<file path="config.mk">
export PLATFORM = sky130hd
export DESIGN_NAME = commit_trace_buf
export DESIGN_NICKNAME = d
export VERILOG_FILES = /design/src/rtl/commit_trace_buf.sv
export SDC_FILE = /design/constraint.sdc
export NUM_CORES = 1
export LEC_CHECK = 0
export BUFFER_PORTS_ARGS = -buffer_cell sky130_fd_sc_hd__buf_2
export CAP_MARGIN = 10
export CELL_PAD_IN_SITES_DETAIL_PLACEMENT = 1
export CELL_PAD_IN_SITES_GLOBAL_PLACEMENT = 2
export CORE_MARGIN = 4
export CORE_UTILIZATION = 46
export CTS_BUF_LIST = sky130_fd_sc_hd__clkbuf_8
export CTS_CLUSTER_DIAMETER = 40
export CTS_CLUSTER_SIZE = 14
export DETAILED_ROUTE_END_ITERATION = 8
export GPL_ROUTABILITY_DRIVEN = 0
export PLACE_DENSITY = 0.87
export SLEW_MARGIN = 5
export SYNTH_ARGS = -nofsm -noshare
export SYNTH_HDL_FRONTEND = slang
export SYNTH_SLANG_ARGS = --single-unit
</file>
<file path="constraint.sdc">
create_clock -name clock -period 11.45 [get_ports clock]
set_clock_uncertainty 0.2 [all_clocks]
set_input_delay 1.7175 -clock clock [delete_from_list [all_inputs] [get_ports clock]]
set_output_delay 1.7175 -clock clock [all_outputs]
set_load 0.03 [all_outputs]
</file>
<file path="src/rtl/commit_trace_buf.sv">
// commit_trace_buf: buffers up to two retired instructions per cycle from the
// ROB and replays them, oldest first, to a difftest checker that can hold off.
//
// Ports:
//   clock, reset                  single clock, synchronous active-high reset
//   rob_commit_valid[1:0]         retire-slot valids (bit0 = slot 1, older)
//   rob_commit_pc1/pc2            PCs of the retiring instructions
//   rob_commit_data1/data2        writeback data of the retiring instructions
//   diff_hold                     checker cannot accept entries this cycle
//   commit_valid[3:0]             {2'b00, slot2 valid, slot1 valid}, registered
//   commit_num[7:0]               number of valid output slots, registered
//   commit_pc1/pc2/data1/data2    output slot payloads, zero when not valid
//   rob_stall                     fewer than two free entries (from count)
//   overflow                      sticky: an incoming entry was dropped
//
// Optional feature (macro COMMIT_TRACE_PERF_EN):
//   perf_retired[31:0]            total entries popped (wraps)
//   perf_hold[31:0]               cycles with diff_hold=1 and count>0 (wraps)

module commit_trace_buf #(
  parameter int unsigned DEPTH = 8
) (
  input  logic        clock,
  input  logic        reset,
  input  logic [1:0]  rob_commit_valid,
  input  logic [31:0] rob_commit_pc1,
  input  logic [31:0] rob_commit_pc2,
  input  logic [31:0] rob_commit_data1,
  input  logic [31:0] rob_commit_data2,
  input  logic        diff_hold,
  output logic [3:0]  commit_valid,
  output logic [7:0]  commit_num,
  output logic [31:0] commit_pc1,
  output logic [31:0] commit_pc2,
  output logic [31:0] commit_data1,
  output logic [31:0] commit_data2,
  output logic        rob_stall,
`ifdef COMMIT_TRACE_PERF_EN
  output logic [31:0] perf_retired,
  output logic [31:0] perf_hold,
`endif
  output logic        overflow
);

  localparam int unsigned AW = $clog2(DEPTH);
  localparam int unsigned CW = AW + 1;

  typedef struct packed {
    logic [31:0] pc;
    logic [31:0] data;
  } entry_t;

  entry_t        mem [DEPTH];
  logic [AW-1:0] wr_ptr;
  logic [AW-1:0] rd_ptr;
  logic [CW-1:0] count;

  logic [1:0]    n_in;
  logic [1:0]    n_push;
  logic [1:0]    n_pop;
  logic [CW-1:0] free;
  logic [CW-1:0] count_nxt;
  logic          drop;
  entry_t        first;
  entry_t        second;
  logic [AW-1:0] wr_ptr_p1;
  logic [AW-1:0] rd_ptr_p1;

  assign rob_stall = (count > CW'(DEPTH - 2));

  // Push/pop sizing; pops use count at cycle start so fresh pushes wait a cycle.
  always_comb begin
    n_in      = 2'(rob_commit_valid[0]) + 2'(rob_commit_valid[1]);
    free      = CW'(DEPTH) - count;
    n_push    = n_in;
    drop      = 1'b0;
    n_pop     = 2'd0;
    wr_ptr_p1 = AW'(wr_ptr + AW'(1));
    rd_ptr_p1 = AW'(rd_ptr + AW'(1));
    if (CW'(n_in) > free) begin
      n_push = free[1:0];
      drop   = 1'b1;
    end
    if (!diff_hold) begin
      n_pop = (count >= CW'(2)) ? 2'd2 : count[1:0];
    end
    count_nxt = count + CW'(n_push) - CW'(n_pop);
    // The older valid slot is always written first; slot 2 alone goes first too.
    first  = rob_commit_valid[0] ? entry_t'{rob_commit_pc1, rob_commit_data1}
                                 : entry_t'{rob_commit_pc2, rob_commit_data2};
    second = entry_t'{rob_commit_pc2, rob_commit_data2};
  end

  // Storage; writes only land in free slots so they never collide with reads.
  always_ff @(posedge clock) begin
    if (!reset) begin
      if (n_push != 2'd0) mem[wr_ptr]    <= first;
      if (n_push == 2'd2) mem[wr_ptr_p1] <= second;
    end
  end

  // Pointers, occupancy, sticky overflow and registered output slots.
  always_ff @(posedge clock) begin
    if (reset) begin
      wr_ptr       <= '0;
      rd_ptr       <= '0;
      count        <= '0;
      overflow     <= 1'b0;
      commit_valid <= '0;
      commit_num   <= '0;
      commit_pc1   <= '0;
      commit_pc2   <= '0;
      commit_data1 <= '0;
      commit_data2 <= '0;
    end else begin
      wr_ptr       <= AW'(wr_ptr + AW'(n_push));
      rd_ptr       <= AW'(rd_ptr + AW'(n_pop));
      count        <= count_nxt;
      overflow     <= overflow | drop;
      commit_valid <= {2'b00, n_pop == 2'd2, n_pop != 2'd0};
      commit_num   <= 8'(n_pop);
      commit_pc1   <= (n_pop != 2'd0) ? mem[rd_ptr].pc      : 32'd0;
      commit_data1 <= (n_pop != 2'd0) ? mem[rd_ptr].data    : 32'd0;
      commit_pc2   <= (n_pop == 2'd2) ? mem[rd_ptr_p1].pc   : 32'd0;
      commit_data2 <= (n_pop == 2'd2) ? mem[rd_ptr_p1].data : 32'd0;
    end
  end

`ifdef COMMIT_TRACE_PERF_EN
  // Performance counters; free-running and wrapping.
  always_ff @(posedge clock) begin
    if (reset) begin
      perf_retired <= '0;
      perf_hold    <= '0;
    end else begin
      perf_retired <= perf_retired + 32'(n_pop);
      if (diff_hold && (count != '0)) perf_hold <= perf_hold + 32'd1;
    end
  end
`endif

endmodule

</file>
==> impl_metrics.json <==
{
  "status": "finished, final reports clean",
  "drtPass1Iterations": 5,
  "ctsResizeCount": 0,
  "die_w_um": 280,
  "grt_pass1_wl_mm": 149,
  "synth_top_family_by_area": "multiplexers",
  "postCtsHoldBufs": 0,
  "routed_wl_mm": 99.0,
  "yosysSeqAreaShare_pct": 53.5,
  "power.density_mw_per_mm2": 211,
  "crit_path_start_kind": "input pin",
  "syn_avg_cell_area_sq_um": 16.3,
  "layout_common_cells": "533 x mux2_2, 512 x edfxtp_1, 265 x buf_2",
  "clockBufferDepth": 3,
  "hpwlAfterDp_mm": 58.6,
  "peakVddDrop_uv": 126,
  "initial_core_util_pct": 46.5,
  "cts_buffers": 111,
  "die_area_sq_mm": 0.0785,
  "clk_pin_slew_worst_paths_ns": 0.06,
  "grt_usage_pct": 25.2,
  "ant_nets": 0,
  "synth_adder_area_share_pct": 0.749,
  "port_buffers": 266,
  "syn2layout_area_growth_pct": 14.0,
  "io_pins": 275,
  "yosys.area_share.simple_pct": 3.05,
  "syn-cell-area_sq_mm": 0.0341,
  "cp.required_ns": 11.60,
  "rsz0062_at_grt": "false",
  "crit_path_max_incr_delay_ns": 0.73,
  "timing.final.crit_share_pct": 49.1,
  "slowest_stage": "buf_4",
  "viasPerCell": 6.10,
  "finalMaxSlewViolations": 0,
  "crit_fanout": 40,
  "finalHoldViolCount": 0,
  "die_h_um": 280,
  "post_dp_cell_area_sq_mm": 0.0361,
  "drt_iter0_drc": 1741,
  "clockRootBuffer": "clkbuf_8",
  "avgRoutedWirePerCell_um": 29.0,
  "grt_pass1_vias": 23400,
  "num_rows": 99,
  "drc": 0,
  "period_needed_ns": 5.62,
  "maxSlewHeadroom_pct": 24.8,
  "antenna_found_initial": 8,
  "synth_xor_area_share_pct": 0.206,
  "grt_max_degree": 65,
  "dp_cells": 3198,
  "fin_cells": 3415,
  "finalPower_mw": 8.20,
  "final_common_cell": "mux2_2",
  "postCtsSetupBuffers": 0,
  "synthCells": 2090,
  "drive_above_1_share_pct": 54.4,
  "synth_compound_area_share_pct": 1.45,
  "drv_cap": 0,
  "path_cells": "buf_4, ha_1, inv_1, ha_1, nor4b_1, nand4_1, nand3_4, and3_4, o21bai_4, buf_4",
  "worstPathArrival_ns": 5.77,
  "setup_viol": 0,
  "fin_setup_tns_ns": 0,
  "via_count": 20800,
  "insertion_delay_ns": 0.74,
  "hold_depth": 2,
  "cts.sinks": 655,
  "nets": 2503,
  "hp-class": "reg -> reg",
  "coreArea_sq_mm": 0.0732,
  "p_leak_nw": 13.5,
  "fmax_ghz": 0.178,
  "htreeDepth": 3,
  "ys_types": 43,
  "grt_overflow": 0,
  "synth_seq_cells": 655,
  "tightest_slew_ns": 1.11,
  "ys_warn_count": 0,
  "final_area_sq_mm": 0.0388,
  "r2r_cells": 8,
  "muxShareOfSynthArea_pct": 37.9,
  "crit_type": "in -> reg",
  "worstSetupEndpointType": "flip-flop",
  "cts_tree": "built"
}
-- metrics by stage --
| stage | hold WS, ns | setup WS [ns] | utilization, % |
|---|---|---|---|
| 6_report | 0.278 | 5.83 | 53.0 |
| 5_1_grt | 0.361 | 5.63 | 53.0 |
| 4_1_cts | 0.295 | 5.85 | 53.0 |
| 3_5_place_dp | 0.277 | 5.06 | 49.4 |
| 3_3_place_gp | 0.255 | 5.23 | 49.4 |
| 2_1_floorplan | 0.387 | 1.07 | - |
-- layer usage --
layer | up-vias | routed length, um | global-route usage (%)
met1 | 10900 | 37200 | 31.3
met5 | - | 0 | 0
li1 | 8859 | - | -
met3 | 160 | 7450 | 4.97
met2 | 878 | 51800 | 44.8
met4 | 0 | 2580 | 7.76
-- path summary, 6_finish.rpt --
path,from,end,slack (ns)
worst max-delay path,rob_commit_valid[0],mem[2][31],5.83
worst min-delay path,overflow,overflow,0.28
worst max register to register,count[0],mem[2][31],6.94
worst min register to register,overflow,overflow,0.28
-- cells in the mapped netlist --
cell,count,area (sq um)
nand3_1,1,5.00
mux2_1,34,383
xor2_1,3,26.3
ha_1,14,175
o31ai_1,1,7.51
mux4_2,256,5770
nor3_1,2,10.0
nand2b_1,2,12.5
buf_6,40,450
mux2_4,9,135
and3_1,2,12.5
nand3b_1,1,7.51
nand3_4,2,35.0
inv_1,15,56.3
buf_4,10,75.1
edfxtp_1,512,15400
clkbuf_1,67,251
conb_1,1,3.75
nand4_1,1,6.26
buf_1,24,90.1
nor2b_1,7,43.8
a21o_1,2,15.0
o21ai_0,7,35.0
nor2_1,80,300
dfxtp_1,143,2860
o41ai_1,5,43.8
a21oi_1,69,345
nand3_2,4,40.0
a41o_1,1,10.0
nor4b_1,3,26.3
xnor2_1,5,43.8
nand2_1,132,495
mux2i_1,64,641
buf_2,23,115
mux2_2,533,6000
nor3b_1,1,7.51
o21bai_1,2,15.0
or4_1,3,22.5
fa_1,4,80.1
or3_1,2,12.5
a32oi_1,1,8.76
a31oi_1,1,6.26
a21boi_0,1,7.51
-- area by class of cell --
cell class	count	area (sq um)
multi-input combinational	1263	15000
tap	959	1200
clock buffer	119	1640
inverter	15	56.3
fill	6920	34400
clock inverter	93	1020
timing repair buffer	306	1630
sequential	655	18200
antenna	5	12.5
-- where the power goes --
group          switching [mW]  leakage [nW]  internal [mW]
Clock                    1.13          1.32           1.36
Combinational            1.47          6.34           1.13
Sequential              0.185          5.81           2.93
-- state kept, by name (all words and copies together) (netlist names), 2 cells and up --
| name | count |
|---|---|
| commit_pc1 | 32 |
| commit_num | 2 |
| mem | 512 |
| commit_pc2 | 32 |
| commit_data1 | 32 |
| count | 4 |
| commit_valid | 2 |
| wr_ptr | 3 |
| rd_ptr | 3 |
| commit_data2 | 32 |
-- critical path: cells and delay by family --
family | cells | cell delay [ns]
AO/OA/AOI/OAI | 1 | 0.52
buffers and inverters | 3 | 1.23
AND/OR/NAND/NOR | 4 | 1.63
adder cells (fa/ha/maj) | 2 | 0.65
-- kinds of logic after synthesis --
| logic type | count (synthesis) |
|---|---|
| flip-flops | 655 |
| buffers and inverters | 179 |
| adder cells (fa/ha/maj) | 18 |
| XOR/XNOR | 8 |
| AO/OA/AOI/OAI | 90 |
| other | 1 |
| AND/OR/NAND/NOR | 243 |
| multiplexers | 896 |
Power figures use the tool's default switching activity.
